**config.mk**
```make
export PLATFORM = sky130hd
export DESIGN_NAME = cmflg_ident
export DESIGN_NICKNAME = d
export VERILOG_FILES = /design/src/rtl/cmflg_ident.sv
export SDC_FILE = /design/constraint.sdc
export NUM_CORES = 1
export LEC_CHECK = 0
export CORE_MARGIN = 4
export CORE_UTILIZATION = 39
export CTS_CLUSTER_SIZE = 14
export DETAILED_ROUTE_END_ITERATION = 10
export PLACE_DENSITY = 0.72
export SLEW_MARGIN = 15
export SYNTH_ARGS = -nofsm -noshare
export SYNTH_HDL_FRONTEND = slang
export SYNTH_SLANG_ARGS = --single-unit
```
**constraint.sdc**
```tcl
create_clock -name clk -period 1.5 [get_ports clk]
set_input_delay 0.45 -clock clk [delete_from_list [all_inputs] [get_ports clk]]
set_output_delay 0.45 -clock clk [all_outputs]
set_load 0.03 [all_outputs]
```
**src/rtl/cmflg_ident.sv**
```systemverilog
// cmflg_ident: sweeps a 2-input gate through 00..11, captures its truth table and names the gate.
// Optional y non-binary checking: define CMFLG_IDENT_XCHECK_EN.
module cmflg_ident #(
  parameter int unsigned SETTLE = 1
) (
  input  logic       clk,
  input  logic       rst,
  input  logic       start,
  output logic       a,
  output logic       b,
  input  logic       y,
  output logic       busy,
  output logic       done,
  output logic [3:0] tt,
  output logic [2:0] s_id,
  output logic       valid,
  output logic       xfault
);

  typedef enum logic [1:0] {
    IDLE,
    APPLY,
    DECODE,
    DONE
  } state_t;

  localparam logic [3:0] HOLD = 4'(SETTLE);

  state_t     state;
  logic [3:0] cnt;
  logic [1:0] vec;
  logic [1:0] vec_nxt;
  logic       y_bad;
  logic       y_bit;
  logic [2:0] dec_id;
  logic       dec_ok;

  assign vec     = {a, b};
  assign vec_nxt = vec + 2'd1;

`ifdef CMFLG_IDENT_XCHECK_EN
  assign y_bad = (y !== 1'b0) && (y !== 1'b1);
`else
  assign y_bad = 1'b0;
`endif

  // A non-binary sample is stored as 0 so tt stays two-valued
  assign y_bit = y_bad ? 1'b0 : y;

  // Truth table to gate selector; unknown patterns decode to 000/invalid
  always_comb begin
    dec_id = 3'b000;
    dec_ok = 1'b0;
    unique case (1'b1)
      (tt == 4'b1100): begin dec_id = 3'b000; dec_ok = 1'b1; end
      (tt == 4'b0011): begin dec_id = 3'b001; dec_ok = 1'b1; end
      (tt == 4'b1000): begin dec_id = 3'b010; dec_ok = 1'b1; end
      (tt == 4'b0111): begin dec_id = 3'b011; dec_ok = 1'b1; end
      (tt == 4'b1110): begin dec_id = 3'b100; dec_ok = 1'b1; end
      (tt == 4'b0001): begin dec_id = 3'b101; dec_ok = 1'b1; end
      (tt == 4'b0110): begin dec_id = 3'b110; dec_ok = 1'b1; end
      (tt == 4'b1001): begin dec_id = 3'b111; dec_ok = 1'b1; end
      default: begin
        dec_id = 3'b000;
        dec_ok = 1'b0;
      end
    endcase
  end

  // Sweep controller with registered outputs
  always_ff @(posedge clk or posedge rst) begin
    if (rst) begin
      state  <= IDLE;
      cnt    <= 4'd0;
      a      <= 1'b0;
      b      <= 1'b0;
      busy   <= 1'b0;
      done   <= 1'b0;
      tt     <= 4'b0000;
      s_id   <= 3'b000;
      valid  <= 1'b0;
      xfault <= 1'b0;
    end else begin
      unique case (state)
        IDLE: begin
          done <= 1'b0;
          a    <= 1'b0;
          b    <= 1'b0;
          if (start) begin
            state  <= APPLY;
            cnt    <= 4'd0;
            busy   <= 1'b1;
            tt     <= 4'b0000;
            s_id   <= 3'b000;
            valid  <= 1'b0;
            xfault <= 1'b0;
          end
        end
        APPLY: begin
          if (cnt == HOLD) begin
            cnt     <= 4'd0;
            tt[vec] <= y_bit;
            xfault  <= xfault | y_bad;
            if (vec == 2'b11) begin
              state <= DECODE;
              a     <= 1'b0;
              b     <= 1'b0;
            end else begin
              {a, b} <= vec_nxt;
            end
          end else begin
            cnt <= cnt + 4'd1;
          end
        end
        DECODE: begin
          state <= DONE;
          busy  <= 1'b0;
          done  <= 1'b1;
          valid <= dec_ok & ~xfault;
          s_id  <= xfault ? 3'b000 : dec_id;
        end
        DONE: begin
          state <= IDLE;
          done  <= 1'b0;
        end
        default: state <= IDLE;
      endcase
    end
  end

endmodule

```
### Yosys cells after proc, flatten, opt, wreduce, memory -nomap -nowiden

Index checks and enable logic that the tools add are counted.
Widths: inputs -> output; s select.

* flip-flop bits (word level): 18
* input bits: 4
* output and inout port bits: 13
* logic and storage cells: 68

* $add $sub $neg: 2
* magnitude comparators: 2
* equality and inequality tests: 16
* multiplexer cells: 27
* reduce and logical (&&, ||, !) cells: 12

Operator list (count)
* $pmux 3 s7: 1
* $eq 4x4->1 const B: 4
* $pmux 4 s2: 2
* $mux 4: 3
* $pmux 1 s2: 5
* $eq 4x1->1 const B: 2
* $eq 4x3->1 const B: 2
* $mux 1: 8
* $pmux 2 s4: 1
* $reduce_or 8->1: 1
* $eq 2x2->1 const B: 3
* $mux 2: 3
* $ne 2x2->1 const B: 3
* $pmux 3 s2: 1
* $reduce_and 2->1: 3
* $reduce_and 3->1: 2
* $reduce_bool 2->1: 3
* $add 4x1->4 const B: 1
* $bwmux 4: 1
* $eq 4x2->1 const B: 1
* $lt 2x3->1 const B: 1
* $mux 3: 1
* $add 2x1->2 const B: 1
* $demux 1 s2: 1
* 5 further kinds: 5

### Depth between registers and ports, before layout

Gate-level depths: netlist of the first run.

* depth after elaboration: 7
* mapped depth: 6
* mapped depth without buffers: 5

### Worst setup path before layout of the first run

OpenSTA, ideal clock, no wires.

* path kind: reg2reg
* start point: reg b
* end point: reg state[1]
* setup time: 125 ps
* arrival time: 1459 ps
* data required time: 1375 ps
* slack: -84 ps
* stages on the path, launching flop included: 5
* buffers on the path: 0
* period minus slack after synthesis: 1584 ps
* cells stage by stage: dfrtp_1 ha_1 nand4bb_4 a21oi_4 mux2_4

* longest elaborated chain between the ends: 3

RTL lines
* from (decl): line 10 `output logic b,`
* from (signal assigned): line 109 `{a, b} <= vec_nxt;`
* $eq 2x2->1: line 104 `if (vec == 2'b11) begin`
* $ne 2x2->1 (no source line)
* $reduce_and 3->1 (no source line)
* to (signal assigned): line 105 `state <= DECODE;`
* to (signal assigned): line 116 `state <= DONE;`
* to (signal assigned): line 123 `state <= IDLE;`
* to (decl): line 29 `state_t state;`

No other way between the ends.
A chain may end at the register's enable or synchronous reset.

### Worst setup path after layout of the first run

* start point: reg s_id[0]
* end point: out s_id[0]

RTL lines
* from (decl): line 15 `output logic [2:0] s_id,`
* from (signal assigned): line 120 `s_id <= xfault ? 3'b000 : dec_id;`

No word-level cell between the ends.

==> summary.md, run 1 <==
| Metric | Value |
|---|---|
| Die Ht | `62.9 µm` |
| Synth Area in Compound Gates | `0.178` |
| Final HPWL DP | `1930 µm` |
| Vias | `938` |
| Critical Path RT | `roughly 1100 ps` |
| Mapped Area | `1170 µm²` |
| F_max | `between 0.6 and 0.7 GHz` |
| Ys flop type | `dfrtp_1` |
| DRC | `0` |
| Maximum number of pins on one net before global-route repair | `19` |
| Antenna diodes | `0` |
| Global-route wire length before repair | `4240 µm` |
| RSZ-0062 raised after global routing | `no` |
| CP peak stage delay | `410 ps` |
| Avg Cell Area, Syn | `10.5 µm²` |
| Synthesis Warnings | `0` |
| Worst-skew pair later-pin latency | `approximately 300 ps` |
| DRT antenna net count | `0` |
| Crit-path leading delay family | `flip-flops` |
| Hold WC Path Type | `input port to async pin` |
| # fillers | `236` |
| Fin crit period | `1440 ps` |
| Synth Area in XOR/XNOR | `0` |
| Cells after Synth | `between 100 and 150` |
| CTS Buffer Depth | `2` |
| Die width | `62.9 µm` |
| Register bit count reported by yosys | `18` |
| Overall power | `0.00293 W` |
| Critical Path End Type | `output pin` |
| CTS Buf Count | `3` |
| Design area | `1510 µm²` |
| Port bufs | `15` |
| Critical path type | `flip-flop to output pin` |
| Seq/Total Area, Yosys | `0.383` |
| Sink Count | `18` |
| Fin. Hold Viols | `0` |
| Async S/R FF share, synth | `1.00` |
| Routed Wire Length | `~2500 µm` |
| Mapped Nets | `126` |
| Starting DRT DRC Count | `21` |
| Most common cell after layout, fill and taps aside | `buf_4` |
| Drt first pass iters | `4` |
| Finished Layout Cells | `~170` |
| Pwr dens | `1940 nW/µm²` |
| Commonest cells after routing, fill and taps aside | `buf_4 (23), dfrtp_1 (16), inv_1 (9)` |
| CP Launch Type | `flip-flop` |
| LEAKAGE | `0.673 nW` |
| Hold_ws | `454 ps` |
| CTS tree | `yes` |
| Cell row count | `19` |
| GP Congestion | `just under 0.8` |
| Final period util | `0.961` |
| Initial core utilization | `0.415` |
| Die area | `3950 µm²` |
| MaxCap Viol Count | `0` |
| Crit-path cells | `clkdlybuf4s15_2` |
| CP max-delay cell | `dfrtp_1` |
| Clock-pin slew on the worst setup and hold paths | `between 100 and 150 ps` |
| CTS H-Tree Depth | `1` |
| Worst Path Max Fanout | `2` |
| Initial antenna violation count | `0` |
| Total track usage | `0.137` |
| Slew Limit Fails | `0` |
| Final setup viols | `0` |
| Core area | `2830 µm²` |
| Clock Tree Root | `clkbuf_4` |
| Vias in the first global route | `961` |
| Cell count after placement | `169` |
| Worst Skew | `6.59 ps` |
| Largest family of logic cells by synthesized area | `simple AND/OR/NAND/NOR gates` |
| Share of layout cells above drive strength 1 | `0.357` |
| Dpl cell area | `1450 µm²` |
| Outcome | `complete, no violations` |
| Wire per inst | `14.4 µm` |
| Worst Path Arrival | `990 ps` |
| # nets final | `158` |
| # IOs | `17` |
| Post-CTS Hold Fix Bufs | `0` |
| Worst vdd ir | `0.00130 V` |
| Worst Path Buf+Inv | `1` |
| Via density | `5.39` |
| Mux contribution to synthesized area | `0.0777` |
| Post-synth EDFFs | `0` |
| Cell variety after synth | `37` |
| GRT overflow | `0` |
| Simple-Gate Fraction of Synth Area | `0.184` |
| Layout area overhead | `28.5%` |
| Post-synthesis adder-cell area fraction | `0.106` |
-- timing repair --
action | CTS | global route
gates resized for setup | 15 | 12
setup endpoints to repair | 14 | 17
buffers inserted | 0 | 1
-- power breakdown --
group / internal (W) / switching [W] / leakage (nW)
Combinational: 0.000880 / 0.000967 / 0.416
Sequential: 0.000650 / 0.000120 / 0.236
Clock: 0.000148 / 0.000161 / 0.0210
-- tightest hold or removal path: cells and delay by family --
kind	cells	cell delay, ps
buffers and inverters	3	690
-- logic make-up (layout without fill, tap and decap cells) --
family | count (synthesis) | after routing
compound gates | 28 | 28
fa+ha+maj | 10 | 10
buf+inv | 16 | 47
flops | 18 | 18
mux | 8 | 8
other cells | 1 | 1
simple gates | 31 | 31
-- path summary, 6_finish.rpt --
path | startpoint | endpoint | slack (ps) | cells after the start
max | s_id[0]$_DFFE_PP0P_ | s_id[0] | 60 | 1
min | rst | cnt[1]$_DFFE_PP0P_ | 450 | 3
max reg2reg | cnt[1]$_DFFE_PP0P_ | cnt[2]$_DFFE_PP0P_ | 80 | 6
min reg2reg | busy$_DFFE_PP0P_ | busy$_DFFE_PP0P_ | 500 | 1
max in group asynchronous | rst | b$_DFFE_PP0P_ | 840 | 3
min in group clk | busy$_DFFE_PP0P_ | busy$_DFFE_PP0P_ | 500 | 1
-- synth_stat cells, drive strengths merged, types with 2 or more instances --
library cell	instances	area share
dfrtp	18	0.38
ha	10	0.11
inv	10	0.032
nand2	7	0.022
buf	6	0.035
a21oi	5	0.031
mux2i	5	0.046
nor2	5	0.016
o21ai	5	0.021
nand4bb	4	0.052
o22ai	4	0.021
o2bb2ai	4	0.030
mux2	3	0.032
nand2b	3	0.016
nand3	3	0.013
a32o	2	0.017
a32oi	2	0.015
nand3b	2	0.013
o31ai	2	0.013
-- cell type report --
cell class / instances / area, µm² / area share
Timing Repair Buffer: 33 / 265 / 0.176
Inverter: 10 / 37.5 / 0.0249
Sequential cell: 18 / 453 / 0.300
Tap cell: 31 / 38.8 / 0.0257
Multi-Input combinational cell: 78 / 679 / 0.450
Clock buffer: 4 / 36.3 / 0.0240
-- metrics by stage --
step                setup TNS (ps)   util  worst slack [ps]
global route                     0  0.534              5.39
detailed placement           -2360  0.513              -251
finish                           0  0.534              57.9
global placement             -2210  0.513              -230
floorplan                        0      -              8.30
CTS                              0  0.527              3.57
-- routing by layer --
metal,up-vias,GRT usage,share of wire
met5,-,0,0
met4,0,0.0661,0.014
met3,4,0.0306,0.031
met2,12,0.232,0.50
met1,455,0.161,0.45
li1,467,-,-
-- sequential cells by signal, summed over array words and instances (netlist names) --
register  cells
busy          1
tt            4
b             1
done          1
valid         1
s_id          3
cnt           4
state         2
a             1
Power figures use the tool's default switching activity.
==> run 2, diff against run 1 <==
- TNS_END_PERCENT: not set -> 1
==> run 2 against run 1 <==
  * Non-clock buffer count is the same
  * Combinational power is essentially flat
  * Sequential power is essentially flat
  * Largest power group unchanged
  * Utilization is the same
  * Sequential cell count is the same
  * Critical path depth grew 5
  * Count of clock-buffer cells in the layout is the same
  * Cell count is the same
  * Design area is the same
==> summary.md, run 2 (synthesis results as in run 1) <==
| Metric | Value |
|---|---|
| Outcome | `complete, no violations` |
| DRC | `0 (unchanged)` |
| Via density | `5.39 (unchanged)` |
| Fin crit period | `1450 ps (+4.89 ps)` |
| F_max | `0.691 GHz (-0.34%)` |
| Port bufs | `15 (unchanged)` |
| Largest regs | `cnt (4), tt (4), s_id (3)` |
| CTS H-Tree Depth | `1 (unchanged)` |
| Worst-skew pair later-pin latency | `300 ps (about the same)` |
| Final HPWL DP | `1930 µm (unchanged)` |
| Sw Ratio | `0.426 (about the same)` |
| DRT antenna net count | `0 (unchanged)` |
| CP peak stage delay | `410 ps (about the same)` |
| GP Congestion | `0.791 (unchanged)` |
| Routed Wire Length | `2510 µm (about the same)` |
| Most common cell after layout, fill and taps aside | `buf_4` |
| Die Ht | `62.9 µm (unchanged)` |
| CTS Buf Count | `3 (unchanged)` |
| MaxCap Viol Count | `0 (unchanged)` |
| Worst Path Buf+Inv | `2 (+1)` |
| Cell row count | `19 (unchanged)` |
| CP max-delay cell | `dfrtp_1` |
| CTS tree | `yes` |
| Worst Path Arrival | `1630 ps (+640 ps)` |
| Initial core utilization | `0.415 (unchanged)` |
| Clock Tree Root | `clkbuf_4` |
| Crit-path cells | `inv_1, ha_4, nand2b_1, buf_4, o21ai_0, nor3_1` |
| Sink Count | `18 (unchanged)` |
| Layout area overhead | `28.5% (unchanged)` |
| Crit-path leading delay family | `flip-flops` |
| Overall power | `0.00292 W (about the same)` |
| Core area | `2830 µm² (unchanged)` |
| # IOs | `17 (unchanged)` |
| Antenna diodes | `0 (unchanged)` |
| Post-CTS Hold Fix Bufs | `0 (unchanged)` |
| Worst Skew | `6.64 ps (+0.0568 ps)` |
| Setup TNS | `0 ps (unchanged)` |
| Clk network pwr share | `0.106 (about the same)` |
| Clock-pin slew on the worst setup and hold paths | `110 ps (about the same)` |
| Starting DRT DRC Count | `20 (-4.8%)` |
| Fin. Hold Viols | `0 (unchanged)` |
| Critical Path End Type | `flip-flop` |
| Pwr dens | `1940 nW/µm² (about the same)` |
| Combinational share of power | `0.632 (about the same)` |
| RSZ-0062 raised after global routing | `yes` |
| Final setup viols | `0 (unchanged)` |
| Die width | `62.9 µm (unchanged)` |
| Hold WC Path Type | `input port to async pin` |
| Hold_ws | `454 ps (+0.346 ps)` |
| Commonest cells after routing, fill and taps aside | `buf_4 (23), dfrtp_1 (16), inv_1 (10)` |
| FF-to-FF setup slack | `50 ps (-30 ps)` |
| Critical path type | `flip-flop to flip-flop` |
| Wire per inst | `14.4 µm (about the same)` |
| Vias in the first global route | `961 (unchanged)` |
| # nets final | `158 (unchanged)` |
| Drt first pass iters | `4 (unchanged)` |
| GRT overflow | `0 (unchanged)` |
| Total track usage | `0.137 (unchanged)` |
| Slew Limit Fails | `0 (unchanged)` |
| Initial antenna violation count | `0 (unchanged)` |
| Die area | `3950 µm² (unchanged)` |
| Global-route wire length before repair | `4240 µm (unchanged)` |
| Vias | `938 (unchanged)` |
| CP Launch Type | `flip-flop` |
| CTS Buffer Depth | `2 (unchanged)` |
| Critical Path RT | `1680 ps (+630 ps)` |
| Psw | `0.00125 W (-0.13%)` |
| Maximum number of pins on one net before global-route repair | `19 (unchanged)` |
| LEAKAGE | `0.674 nW (+0.16%)` |
| Worst Path Max Fanout | `8 (+6)` |
| Share of layout cells above drive strength 1 | `0.350 (-0.00699)` |
| Worst vdd ir | `0.00130 V (about the same)` |
| P_int | `0.00168 W (about the same)` |
| Final period util | `0.965 (+0.00326)` |
| Flop pwr share | `0.263 (about the same)` |
==> run 2: worst paths after layout <==
kind / startpoint / endpoint / cells past startpoint
max: state[1]$_DFFE_PP0P_ / cnt[3]$_DFFE_PP0P_ / 6
min: rst / cnt[1]$_DFFE_PP0P_ / 3
max reg2reg: state[1]$_DFFE_PP0P_ / cnt[3]$_DFFE_PP0P_ / 6
min reg2reg: busy$_DFFE_PP0P_ / busy$_DFFE_PP0P_ / 1
max in group asynchronous: rst / b$_DFFE_PP0P_ / 3
min in group clk: busy$_DFFE_PP0P_ / busy$_DFFE_PP0P_ / 1
==> run 2: power by group through the flow <==
stage	logic [W]	clock network, W	registers, W
6_report	0.00185	0.000308	0.000768
3_3_place_gp	0.00171	0	0.000767
2_1_floorplan	0.000926	0	0.000976
5_1_grt	0.00203	0.000339	0.000793
4_1_cts	0.00175	0.000322	0.000767
3_5_place_dp	0.00177	0	0.000775
==> run 2: area by class of cell <==
cell class	count	area, µm²
clock buffers	4	36.3
fillers	236	1320
inverters	10	37.5
multi-input cells	78	679
flip-flops and latches	18	453
well taps	31	38.8
repair buffers	33	265
==> run 2: what timing repair did <==
action,in CTS,in global routing
setup buffers,0,1
setup endpoints to repair,14,17
resized for setup,15,11
==> run 2: routing by layer <==
| metal | vias up | share of wire | GRT usage |
|---|---|---|---|
| met1 | 455 | 0.46 | 0.161 |
| met4 | 0 | 0.014 | 0.0661 |
| met3 | 4 | 0.031 | 0.0306 |
| met2 | 12 | 0.50 | 0.232 |
| li1 | 467 | - | - |
| met5 | - | 0 | 0 |
==> run 2: tightest hold or removal path, stage by stage <==
cell and delay (ps):
clkdlybuf4s50_1 400, inv_1 50, buf_4 240
==> run 2: per-stage QoR <==
step	utilization	area (µm²)	worst slack [ps]	instances
finish	0.534	1510	53.0	174
global route	0.534	1510	-1.36	174
CTS	0.527	1490	3.57	173
detailed placement	0.513	1450	-251	169
floorplan	-	1180	8.30	112
global placement	0.513	1450	-230	169
